--- src/rtl/keypad_scanner.sv ---
// keypad_scanner: drives a 4x4 hex keypad one row at a time, synchronises the
// active-low column returns, debounces each key across scan frames and emits
// a one-cycle press pulse plus a frame marker. All outputs are registered.
module keypad_scanner #(
  parameter logic [15:0] SCAN_DIV = 16'd1000,  // clk cycles per row slot, >= 4
  parameter logic [3:0]  DEBOUNCE = 4'd4       // consecutive frames to flip, 1..15
) (
  input  logic        clk,
  input  logic        reset,
  input  logic [3:0]  col_sense,
  output logic [3:0]  row_drive,
  output logic [15:0] keypad_matrix,
  output logic        key_down,
  output logic [3:0]  key_down_idx,
  output logic        scan_wrap
);

  logic [3:0]  sync1_q, col_s_q;
  logic [15:0] div_cnt_q;
  logic [1:0]  row_q;
  logic [3:0]  row_drive_q;
  logic [3:0]  cnt_q [16];
  logic [3:0]  cnt_d [16];
  logic [15:0] matrix_q, matrix_d;
  logic        key_down_q, key_down_d;
  logic [3:0]  idx_q, idx_d;
  logic        wrap_q;
  logic        tick;

  // Last cycle of a row slot: the driven row has settled and is sampled.
  assign tick = (div_cnt_q == SCAN_DIV - 16'd1);

  // Debounce the four keys of the current row; lowest newly pressed key wins the pulse.
  always_comb begin
    logic [3:0] k;
    logic       s;
    matrix_d   = matrix_q;
    cnt_d      = cnt_q;
    key_down_d = 1'b0;
    idx_d      = 4'd0;
    k          = 4'd0;
    s          = 1'b0;
    if (tick) begin
      for (int c = 0; c < 4; c++) begin
        k = {row_q, 2'(c)};
        s = ~col_s_q[c];
        if (s == matrix_q[k]) begin
          cnt_d[k] = 4'd0;
        end else if (cnt_q[k] + 4'd1 == DEBOUNCE) begin
          matrix_d[k] = s;
          cnt_d[k]    = 4'd0;
          if (s && !key_down_d) begin
            key_down_d = 1'b1;
            idx_d      = k;
          end
        end else begin
          cnt_d[k] = cnt_q[k] + 4'd1;
        end
      end
    end
  end

  // Sync chain, slot timer, row strobe and registered outputs; reset overrides all.
  always_ff @(posedge clk) begin
    if (reset) begin
      sync1_q     <= 4'hF;
      col_s_q     <= 4'hF;
      div_cnt_q   <= 16'd0;
      row_q       <= 2'd0;
      row_drive_q <= 4'b1110;
      cnt_q       <= '{default: 4'd0};
      matrix_q    <= 16'd0;
      key_down_q  <= 1'b0;
      idx_q       <= 4'd0;
      wrap_q      <= 1'b0;
    end else begin
      sync1_q    <= col_sense;
      col_s_q    <= sync1_q;
      div_cnt_q  <= tick ? 16'd0 : div_cnt_q + 16'd1;
      if (tick) begin
        row_q       <= row_q + 2'd1;
        row_drive_q <= ~(4'b0001 << (row_q + 2'd1));
      end
      cnt_q      <= cnt_d;
      matrix_q   <= matrix_d;
      key_down_q <= key_down_d;
      idx_q      <= idx_d;
      wrap_q     <= tick && (row_q == 2'd3);
    end
  end

  assign row_drive     = row_drive_q;
  assign keypad_matrix = matrix_q;
  assign key_down      = key_down_q;
  assign key_down_idx  = idx_q;
  assign scan_wrap     = wrap_q;

endmodule
--- config.mk ---
export PLATFORM = sky130hd
export DESIGN_NAME = keypad_scanner
export DESIGN_NICKNAME = d
export VERILOG_FILES = /design/src/rtl/keypad_scanner.sv
export SDC_FILE = /design/constraint.sdc
export NUM_CORES = 1
export LEC_CHECK = 0
export BUFFER_PORTS_ARGS = -buffer_cell sky130_fd_sc_hd__buf_4
export CAP_MARGIN = 20
export CELL_PAD_IN_SITES_DETAIL_PLACEMENT = 0
export CELL_PAD_IN_SITES_GLOBAL_PLACEMENT = 1
export CORE_MARGIN = 1.5
export CORE_UTILIZATION = 47
export DETAILED_ROUTE_END_ITERATION = 12
export HOLD_SLACK_MARGIN = 0.12
export PLACE_DENSITY_LB_ADDON = 0.05
export SLEW_MARGIN = 15
export SYNTH_ARGS = -nofsm -noshare
export SYNTH_HDL_FRONTEND = slang
export SYNTH_SLANG_ARGS = --single-unit
--- constraint.sdc ---
create_clock -name clk -period 3.5 [get_ports clk]
set_input_delay 0.35 -clock clk [delete_from_list [all_inputs] [get_ports clk]]
set_output_delay 0.35 -clock clk [all_outputs]
set_load 0.02 [all_outputs]
==> impl_metrics.csv, run 1 <==
group,metric,value,unit
synth,synth_cells,587,
clock_tree,clk_pin_slew,50,ps
worst_setup_path,path_cells,"buf_12 > mux4_1 > ha_1 > inv_1 > o2111a_1 > o21ai_2 > nor2b_2 > a211oi_1",
global_routing,grt_overflow_total,0,
sta,period_share,79.9,%
floorplan,die_h,109,µm
clock_tree,htree_levels,4,
sta,slew-limit-headroom,45.6,%
worst_setup_path,cp.required,3820,ps
worst_setup_path,cp_num_buf_inv,2,
global_routing,grt_usage,22.4,%
detailed_routing,wl_per_cell,15.8,µm
detailed_routing,via_per_inst,5.36,
worst_setup_path,crit_start,"row_q[1]$_SDFFE_PP0P_",
worst_setup_path,cp.depth,8,
floorplan,top_level_ports,32,
synth,ys_top_cells_by_area,"dfxtp_1 44%, nor2_1 6.4%, mux4_2 6.4%",
detailed_routing,drc,0,
job,maxCapViolCount,0,
synth,netlist_area,5300,µm²
synth,yosysUniqueCellTypes,55,
worst_setup_path,cp_slowest_stage_delay,710,ps
floorplan,fp-row-count,38,
synth,yosysMostFrequentCell,"dfxtp_1",
worst_setup_path,critical_path_arrival,3120,ps
floorplan,core-area,10900,µm²
sta,fin_tns_setup,0,ps
placement,gp_congestion,0.780,
synth,synth_compound_area_share,12.3,%
synth,ys_warn_count,0,
clock_tree,clock-sinks,116,
run_status,outcome,"complete, no violations",
placement,dp_hpwl,8100,µm
synth,syn_avg_cell_area,9.02,µm²
layout,fin_nets,645,
detailed_routing,ant_nets,0,
worst_setup_path,slowest_stage,"mux4_1",
floorplan,design.die.area,11900,µm²
worst_setup_path,crit_fanout,21,
global_routing,grt_pass1_vias,4040,
sta,report.final.slew_viol_count,0,
placement,dp_cells,741,
worst_setup_path,r2r_slack,700,ps
layout,final_cell_area,6260,µm²
synth,synth_fa_ha_area_share,3.54,%
worst_setup_path,worstSetupPathType,"flip-flop to flip-flop",
placement,postPlaceCellArea,5690,µm²
clock_tree,tritoncts,"done",
synth,yosys.area_share.simple,22.3,%
synth,synth_common_cells,"116 x dfxtp_1, 91 x nor2_1, 77 x nand2_1",
synth,synthArstFlopShare,0,%
synth,synth_xor_area_share,4.61,%
synth,ys_ff_latch,116,
synth,synth-main-ff-cell,"dfxtp_1",
floorplan,start_util,48.4,%
placement,io_buffers,31,
floorplan,dieWidth,109,µm
worst_setup_path,timing.critical_path.to,"key_down_idx[3]$_SDFF_PP0_",
clock_tree,cts_setup_buffers,0,
clock_tree,clk_path_buf_depth,2,
sta,min_period,2800,ps
worst_hold_path,hold_path_class,"flip-flop to flip-flop",
power,powerDensity,466,nW/µm²
sta,finalSetupViolCount,0,
clock_tree,clk_latency,410,ps
detailed_routing,vias,4165,
clock_tree,cts_resized,0,
synth,yosysTopAreaCell,"dfxtp_1",
sta,rsz0062_at_grt,"false",
synth,synth_fp_nets,608,
global_routing,grt_pass1_wl,20100,µm
synth,synth_top_family_by_area,"simple AND/OR/NAND/NOR gates",
worst_setup_path,reg2reg_depth,8,
synth,muxShareOfSynthArea,9.61,%
detailed_routing,drtPass1Iterations,5,
sta,layout_setup_ws,703,ps
power,peakVddDrop,0.388,mV
clock_tree,cts_root_buf,"clkbuf_16",
sta,clock.fmax,358,MHz
sta,whs,404,ps
sta,hold_viol,0,
layout,syn2layout_area_growth,18.2,%
power,leakage,2.30,nW
global_routing,grt_max_degree,80,
global_routing,grt_antenna_before_repair,0,
layout,drive_gt1_share,18.1,%
clock_tree,cts_made_buffers,17,
synth,synth_edf_count,0,
worst_setup_path,r2r_start,"row_q[1]$_SDFFE_PP0P_",
worst_setup_path,reg2reg_to,"key_down_idx[3]$_SDFF_PP0_",
worst_setup_path,critPathTopFamily,"multiplexers",
worst_setup_path,start_kind,"flip-flop",
placement,pre_cts_slack,724,ps
worst_setup_path,end_kind,"flip-flop",
sta,skew,11.7,ps
layout,antenna_cells,0,
detailed_routing,drt_iter0_markers,262,
layout,finalNonFillerCells,777,
detailed_routing,routed_wl,12300,µm
synth,synth_seq_area_share,43.8,%
sta,worstMarginPinSlew,816,ps
synth,synth_top_area_share,43.8,%
area by class of cell:
| cell class | instances | area [µm²] |
|---|---|---|
| Fill cell | 976 | 4680 |
| Multi-Input combinational cell | 427 | 2780 |
| Sequential cell | 116 | 2320 |
| Clock buffer | 23 | 478 |
| Timing Repair Buffer | 49 | 403 |
| Tap cell | 140 | 175 |
| Clock inverter | 9 | 55.1 |
| Inverter | 13 | 48.8 |
worst reg2reg max path, delay by kind of cell, from the launching register on:
kind	cells	cell delay, ps
buf+inv	2	380
compound gates	3	630
flops	1	490
mux	1	730
fa+ha+maj	1	290
simple gates	1	190
timing repair:
action	in CTS	in global routing
setup endpoints to repair	0	0
hold buffers	4	0
endpoints found under the hold margin	4	0
stage by stage:
stage / total power, mW / utilization (%)
after detailed placement: 1.41 / 52.0
after global routing: 3.02 / 57.2
after global placement: 1.41 / 52.0
after floorplan: 1.40 / -
final: 2.92 / 57.2
after CTS: 2.95 / 57.2
per-layer routing:
layer,GRT usage [%],part of all wire [%],up-vias
li1,-,-,2107
met3,6.34,4.5,6
met5,0,0,-
met2,37.1,49,76
met4,7.52,0.59,0
met1,28.1,46,1976
sequential cells by signal, summed over array words and instances, names as in the netlist:
name	cells
col_s_q	4
row_drive	4
row_q	2
key_down_idx	4
keypad_matrix	16
cnt_q	64
sync1_q	4
div_cnt_q	16
key_down	1
scan_wrap	1
where the power goes:
| part | leakage [nW] | internal [mW] | switching [mW] | total (mW) |
|---|---|---|---|---|
| sequential | 0.937 | 1.33 | 0.00495 | 1.33 |
| combinational | 1.11 | 0.0169 | 0.0332 | 0.0501 |
| clock | 0.255 | 0.951 | 0.583 | 1.53 |
cells in the final DEF (no fill, tap or decap), types with 12 or more instances in the layout:
| cell | synthesis | layout |
|---|---|---|
| nor2_1 | 91 | 91 |
| dfxtp_1 | 116 | 116 |
| ha_1 | 15 | 15 |
| buf_4 | 4 | 43 |
| nand3_1 | 33 | 33 |
| xnor2_1 | 16 | 16 |
| clkbuf_16 | 0 | 17 |
| nand2_1 | 77 | 77 |
| a21oi_1 | 63 | 63 |
| o21ai_0 | 16 | 16 |
| mux4_2 | 15 | 15 |
| inv_1 | 12 | 12 |
logic make-up after synthesis:
| group | count (synthesis) |
|---|---|
| AO/OA/AOI/OAI | 109 |
| AND/OR/NAND/NOR | 252 |
| adder cells (fa/ha/maj) | 15 |
| XOR/XNOR | 27 |
| multiplexers | 24 |
| flip-flops | 116 |
| buffers and inverters | 44 |
worst min path at each step:
stage / startpoint / end / slack, ps / cells after the start
2_1_floorplan: sync1_q[0]$_SDFF_PP1_ / col_s_q[0]$_SDFF_PP1_ / 390 / 1
4_1_cts: sync1_q[2]$_SDFF_PP1_ / col_s_q[2]$_SDFF_PP1_ / 410 / 1
3_3_place_gp: sync1_q[3]$_SDFF_PP1_ / col_s_q[3]$_SDFF_PP1_ / 390 / 1
3_5_place_dp: sync1_q[2]$_SDFF_PP1_ / col_s_q[2]$_SDFF_PP1_ / 390 / 1
5_1_grt: sync1_q[2]$_SDFF_PP1_ / col_s_q[2]$_SDFF_PP1_ / 420 / 1
6_report: sync1_q[2]$_SDFF_PP1_ / col_s_q[2]$_SDFF_PP1_ / 400 / 1
Note: power is estimated with default switching activity, not from simulation.
==> inputs of run 2 (changes only) <==
==> constraint.sdc (replaced) <==
create_clock -name clk -period 2.7 [get_ports clk]
set_input_delay 0.27 -clock clk [delete_from_list [all_inputs] [get_ports clk]]
set_output_delay 0.27 -clock clk [all_outputs]
set_load 0.02 [all_outputs]
==> run 2 against run 1 <==
  * Sequential share of layout area fell by 0.46 points
  * First-iteration DRC count fell by 9.9%
  * Clock-buffer cell count rose by 5
  * Highest routed layer unchanged
  * Non-clock buffer count rose by 10
  * Die area did not move
  * Wire length fell by 0.29%
  * Worst hold slack got worse by 260 ps
  * Critical path depth did not move
  * Critical path type unchanged
  * Utilization rose by 0.72 points
==> impl_metrics.csv, run 2 (synthesis gave the netlist of run 1 again) <==
group,metric,value,unit
detailed_routing,drt_iter0_markers,236,
placement,gp_congestion,0.805,
worst_setup_path,cp.required,3030,ps
global_routing,grt_pass1_wl,20300,µm
worst_setup_path,r2r_slack,150,ps
power,powerDensity,599,nW/µm²
power,leakage,2.36,nW
clock_tree,clock-sinks,116,
global_routing,grt_overflow_total,0,
clock_tree,cts_setup_buffers,0,
layout,antenna_cells,0,
detailed_routing,wl_per_cell,15.6,µm
clock_tree,tritoncts,"done",
layout,fin_nets,655,
layout,final_common_cell,"dfxtp_1",
global_routing,grt_pass1_vias,3997,
worst_hold_path,hold_depth,2,
floorplan,fp-row-count,38,
job,maxCapViolCount,0,
clock_tree,clk_latency,410,ps
detailed_routing,ant_nets,0,
clock_tree,cts_made_buffers,17,
floorplan,design.die.area,11900,µm²
sta,fin_tns_setup,0,ps
global_routing,grt_usage,22.6,%
detailed_routing,drc,0,
worst_setup_path,cp_num_buf_inv,2,
clock_tree,htree_levels,4,
global_routing,grt_antenna_before_repair,0,
sta,rsz0062_at_grt,"false",
sta,clock.fmax,392,MHz
worst_hold_path,whs_endpoint,"keypad_matrix[15]$_SDFFE_PP0P_",
sta,period_share,94.6,%
layout,top_register,"cnt_q",
floorplan,dieWidth,109,µm
worst_setup_path,crit_fanout,8,
detailed_routing,routed_wl,12200,µm
layout,syn2layout_area_growth,19.7,%
worst_setup_path,path_cells,"buf_4 > mux4_1 > ha_1 > inv_1 > o2111a_1 > o21ai_2 > or2_2 > a21oi_1",
worst_setup_path,critical_path_arrival,2890,ps
layout,drive_gt1_share,18.9,%
sta,report.final.slew_viol_count,0,
detailed_routing,drtPass1Iterations,4,
layout,largest_reg_flops,64,
detailed_routing,vias,4174,
clock_tree,clk_path_buf_depth,2,
clock_tree,cts_root_buf,"clkbuf_16",
placement,dp_hpwl,8250,µm
placement,pre_cts_slack,155,ps
worst_setup_path,end_kind,"flip-flop",
sta,slew-limit-headroom,51.3,%
worst_hold_path,hold_start,"reset",
clock_tree,cts_resized,0,
worst_setup_path,r2r_start,"row_q[1]$_SDFFE_PP0P_",
clock_tree,clk_pin_slew,50,ps
sta,skew,5.63,ps
sta,hold_viol,0,
worst_setup_path,worstSetupPathType,"flip-flop to flip-flop",
worst_hold_path,hold_path_class,"input port to flip-flop",
worst_setup_path,cp_slowest_stage_delay,680,ps
floorplan,start_util,48.4,%
worst_setup_path,start_kind,"flip-flop",
floorplan,core-area,10900,µm²
floorplan,top_level_ports,32,
worst_setup_path,reg2reg_depth,8,
worst_setup_path,critPathTopFamily,"multiplexers",
sta,layout_setup_ws,146,ps
run_status,outcome,"complete, no violations",
floorplan,die_h,109,µm
sta,min_period,2550,ps
sta,finalSetupViolCount,0,
worst_setup_path,reg2reg_to,"keypad_matrix[8]$_SDFFE_PP0P_",
detailed_routing,via_per_inst,5.30,
sta,worstMarginPinSlew,730,ps
layout,final_cell_mix,"116 x dfxtp_1, 91 x nor2_1, 77 x nand2_1",
power,peakVddDrop,0.799,mV
global_routing,grt_max_degree,70,
worst_setup_path,slowest_stage,"mux4_1",
placement,io_buffers,31,
run 2: cell types whose count changed in the layout (fill, tap and decap cells not counted):
cell / before / now
clkbuf_8: 3 / 5
buf_4: 43 / 53
clkbuf_1: 3 / 6
clkinv_2: 5 / 4
clkinvlp_4: 4 / 0
run 2: how the worst max path moves through the flow:
stage	start	end	depth (start not counted)
finish	row_q[1]$_SDFFE_PP0P_	keypad_matrix[8]$_SDFFE_PP0P_	8
detailed placement	row_q[1]$_SDFFE_PP0P_	cnt_q[18]$_SDFFE_PP0P_	9
global route	row_q[1]$_SDFFE_PP0P_	key_down_idx[3]$_SDFF_PP0_	8
global placement	row_q[1]$_SDFFE_PP0P_	cnt_q[18]$_SDFFE_PP0P_	9
CTS	row_q[1]$_SDFFE_PP0P_	keypad_matrix[8]$_SDFFE_PP0P_	8
floorplan	row_q[1]$_SDFFE_PP0P_	cnt_q[18]$_SDFFE_PP0P_	9
run 2: area by class of cell:
type,instances,area [µm²]
clock buffer,28,517
clock inverter,4,20.0
fill,978,4600
inverter,13,48.8
multi-input combinational,427,2780
sequential,116,2320
tap,140,175
timing repair buffer,59,478
run 2: routing by layer:
layer  track usage (%)  wire (µm)  up-vias  share of wire, %
met1              29.4       5890     1969                48
li1                  -          -     2129                 -
met5                 0          0        -                 0
met3              6.63        506       10               4.1
met4              6.30        121        0              0.99
met2              36.4       5730       66                47
run 2: worst reg2reg max path: cells and delay by family, from the launching register on:
kind            cells  cell delay (ps)
compound gates      3              560
simple gates        1              310
flops               1              370
mux                 1              680
fa+ha+maj           1              280
buf+inv             2              280
run 2: per-stage QoR:
| stage | area, µm² | hold slack (ps) | utilization, % | instances | power, mW |
|---|---|---|---|---|---|
| floorplan | 5300 | 374 | - | 587 | 1.81 |
| detailed placement | 5760 | 397 | 52.7 | 751 | 1.83 |
| global placement | 5760 | 393 | 52.7 | 751 | 1.83 |
| CTS | 6340 | 130 | 58.0 | 787 | 3.84 |
| global route | 6340 | 146 | 58.0 | 787 | 3.93 |
| finish | 6340 | 141 | 58.0 | 787 | 3.80 |
run 2: what timing repair did:
item | CTS | global route
endpoints found under the setup margin | 0 | 0
hold endpoints to repair | 4 | 0
hold buffers | 4 | 0
run 2: power breakdown:
part           internal (mW)  switching (mW)  total (mW)  leakage [nW]
Clock                   1.29           0.711        2.00         0.268
Sequential              1.72         0.00632        1.73         0.937
Combinational         0.0241          0.0442      0.0683          1.16
==> inputs of run 3 (changes only) <==
--- a/config.mk
+++ b/config.mk
@@ -5,7 +5,7 @@
 export SDC_FILE = /design/constraint.sdc
 export NUM_CORES = 1
 export LEC_CHECK = 0
-export BUFFER_PORTS_ARGS = -buffer_cell sky130_fd_sc_hd__buf_4
+export BUFFER_PORTS_ARGS = -buffer_cell sky130_fd_sc_hd__buf_2
 export CAP_MARGIN = 20
 export CELL_PAD_IN_SITES_DETAIL_PLACEMENT = 0
 export CELL_PAD_IN_SITES_GLOBAL_PLACEMENT = 1
@@ -14,6 +14,7 @@
 export DETAILED_ROUTE_END_ITERATION = 12
 export HOLD_SLACK_MARGIN = 0.12
 export PLACE_DENSITY_LB_ADDON = 0.05
+export REMOVE_ABC_BUFFERS = 1
 export SLEW_MARGIN = 15
 export SYNTH_ARGS = -nofsm -noshare
 export SYNTH_HDL_FRONTEND = slang
==> run 3 against run 2 <==
  * Largest cell class unchanged
  * Critical endpoint is now cnt_q[34]$_SDFFE_PP0P_
  * Utilization down 0.72 points
  * Combinational power down 3.5%
  * Critical path depth up 1
  * Critical path type unchanged
  * Design area down 1.2%
==> impl_metrics.csv, run 3 (synthesis gave the netlist of run 1 again) <==
group,metric,value,unit
worst_setup_path,start_kind,"flip-flop",
worst_setup_path,timing.critical_path.to,"cnt_q[34]$_SDFFE_PP0P_",
sta,report.final.slew_viol_count,0,
sta,layout_setup_ws,122,ps
power,clkPwrFrac,54.2,%
power,pwr-share-seq,44.1,%
sta,fin_tns_setup,0,ps
worst_setup_path,cp.required,3040,ps
clock_tree,clk_pin_slew,60,ps
power,switching_share,21.2,%
floorplan,design.die.area,11900,µm²
placement,dp_cells,746,
clock_tree,tritoncts,"done",
worst_setup_path,critical_path_arrival,2920,ps
floorplan,start_util,48.4,%
worst_setup_path,worstSetupPathType,"flip-flop to flip-flop",
power,power.share.combinational,1.7,%
layout,fin_nets,651,
detailed_routing,ant_nets,0,
clock_tree,clk_latency,420,ps
global_routing,grt_pass1_vias,4053,
worst_setup_path,r2r_slack,120,ps
sta,period_share,95.5,%
worst_setup_path,slowest_stage,"mux4_2",
global_routing,grt_max_degree,41,
clock_tree,clock-sinks,116,
power,peakVddDrop,0.356,mV
power,p_int,3.09,mW
layout,top_register,"cnt_q",
job,maxCapViolCount,0,
placement,gp_congestion,0.800,
power,leakage,2.35,nW
layout,final_cell_mix,"115 x dfxtp_1, 91 x nor2_1, 77 x nand2_1",
sta,hold_viol,0,
placement,io_buffers,31,
clock_tree,cts_root_buf,"clkbuf_16",
power,powerDensity,627,nW/µm²
detailed_routing,via_per_inst,5.38,
layout,largest_reg_flops,64,
floorplan,core-area,10900,µm²
run_status,outcome,"complete, no violations",
layout,antenna_cells,0,
worst_setup_path,crit_fanout,16,
floorplan,top_level_ports,32,
detailed_routing,drc,0,
detailed_routing,wl_per_cell,15.6,µm
sta,rsz0062_at_grt,"false",
sta,slew-limit-headroom,52.7,%
layout,final_common_cell,"dfxtp_1",
detailed_routing,drt_iter0_markers,246,
placement,postPlaceCellArea,5650,µm²
worst_setup_path,crit_start,"row_q[1]$_SDFFE_PP0P_",
global_routing,grt_overflow_total,0,
worst_setup_path,reg2reg_to,"cnt_q[34]$_SDFFE_PP0P_",
clock_tree,cts_made_buffers,17,
sta,min_period,2580,ps
global_routing,grt_usage,22.6,%
layout,syn2layout_area_growth,18.2,%
layout,final_cell_area,6260,µm²
detailed_routing,routed_wl,12200,µm
global_routing,grt_pass1_wl,20300,µm
floorplan,fp-row-count,38,
floorplan,dieWidth,109,µm
sta,worstMarginPinSlew,708,ps
clock_tree,clk_path_buf_depth,2,
clock_tree,htree_levels,4,
sta,finalSetupViolCount,0,
worst_setup_path,reg2reg_depth,9,
worst_hold_path,hold_path_class,"flip-flop to flip-flop",
placement,pre_cts_slack,83.8,ps
worst_hold_path,hold_depth,1,
sta,clock.fmax,388,MHz
global_routing,grt_antenna_before_repair,0,
layout,drive_gt1_share,19.3,%
worst_setup_path,end_kind,"flip-flop",
detailed_routing,vias,4214,
detailed_routing,drtPass1Iterations,4,
sta,skew,9.34,ps
power,power_switching,0.831,mW
worst_setup_path,cp_slowest_stage_delay,590,ps
layout,finalNonFillerCells,783,
layout,n_fill_cell,1015,
worst_setup_path,path_cells,"buf_12 > mux4_2 > ha_1 > inv_1 > nor3_1 > a41o_4 > a21oi_4 > nand2_1 > o21ai_1",
floorplan,die_h,109,µm
worst_setup_path,r2r_start,"row_q[1]$_SDFFE_PP0P_",
placement,dp_hpwl,7970,µm
[run 3: per-stage QoR]
step           util (%)  power (mW)  hold slack (ps)
2_1_floorplan         -        1.79              339
3_3_place_gp       51.6        1.83              392
3_5_place_dp       51.6        1.83              394
4_1_cts            57.2        3.96              414
5_1_grt            57.2        4.03              426
6_report           57.2        3.92              409
[run 3: power groups by stage]
stage	logic, mW	registers (mW)	clock network, mW
after global placement	0.0611	1.77	0
final	0.0659	1.73	2.13
after floorplan	0.0283	1.76	0
after detailed placement	0.0620	1.77	0
after CTS	0.0670	1.73	2.16
after global routing	0.0742	1.73	2.23
[run 3: worst min-delay path by stage]
stage	startpoint	to
2_1_floorplan	reset	cnt_q[11]$_SDFFE_PP0P_
3_3_place_gp	sync1_q[0]$_SDFF_PP1_	col_s_q[0]$_SDFF_PP1_
3_5_place_dp	sync1_q[1]$_SDFF_PP1_	col_s_q[1]$_SDFF_PP1_
4_1_cts	sync1_q[3]$_SDFF_PP1_	col_s_q[3]$_SDFF_PP1_
5_1_grt	sync1_q[0]$_SDFF_PP1_	col_s_q[0]$_SDFF_PP1_
6_report	sync1_q[0]$_SDFF_PP1_	col_s_q[0]$_SDFF_PP1_
[run 3: critical path: cells and delay by family (launching register included)]
kind            cells  cell delay [ps]
buf+inv             2              300
mux                 1              590
flops               1              410
fa+ha+maj           1              240
simple gates        2              230
compound gates      3              720
[run 3: cell type report]
| cell class | instances | area, µm² | area share [%] |
|---|---|---|---|
| Sequential cell | 116 | 2320 | 37.1 |
| Multi-Input combinational cell | 427 | 2780 | 44.4 |
| Clock buffer | 22 | 484 | 7.74 |
| Inverter | 13 | 48.8 | 0.780 |
| Clock inverter | 10 | 80.1 | 1.28 |
| Tap cell | 140 | 175 | 2.80 |
| Timing Repair Buffer | 55 | 370 | 5.92 |
[run 3: timing repair]
item | in CTS | in global routing
setup buffers | 0 | 1
hold buffers | 4 | 0
hold endpoints to repair | 4 | 0
resized for setup | 0 | 1
setup endpoints to repair | 0 | 16
[run 3: routing by layer]
metal | track usage, % | wire length (µm) | vias to the layer above
met5 | 0 | 0 | -
li1 | - | - | 2110
met2 | 36.9 | 5910 | 67
met1 | 28.5 | 5690 | 2024
met4 | 9.87 | 196 | 0
met3 | 5.38 | 433 | 13
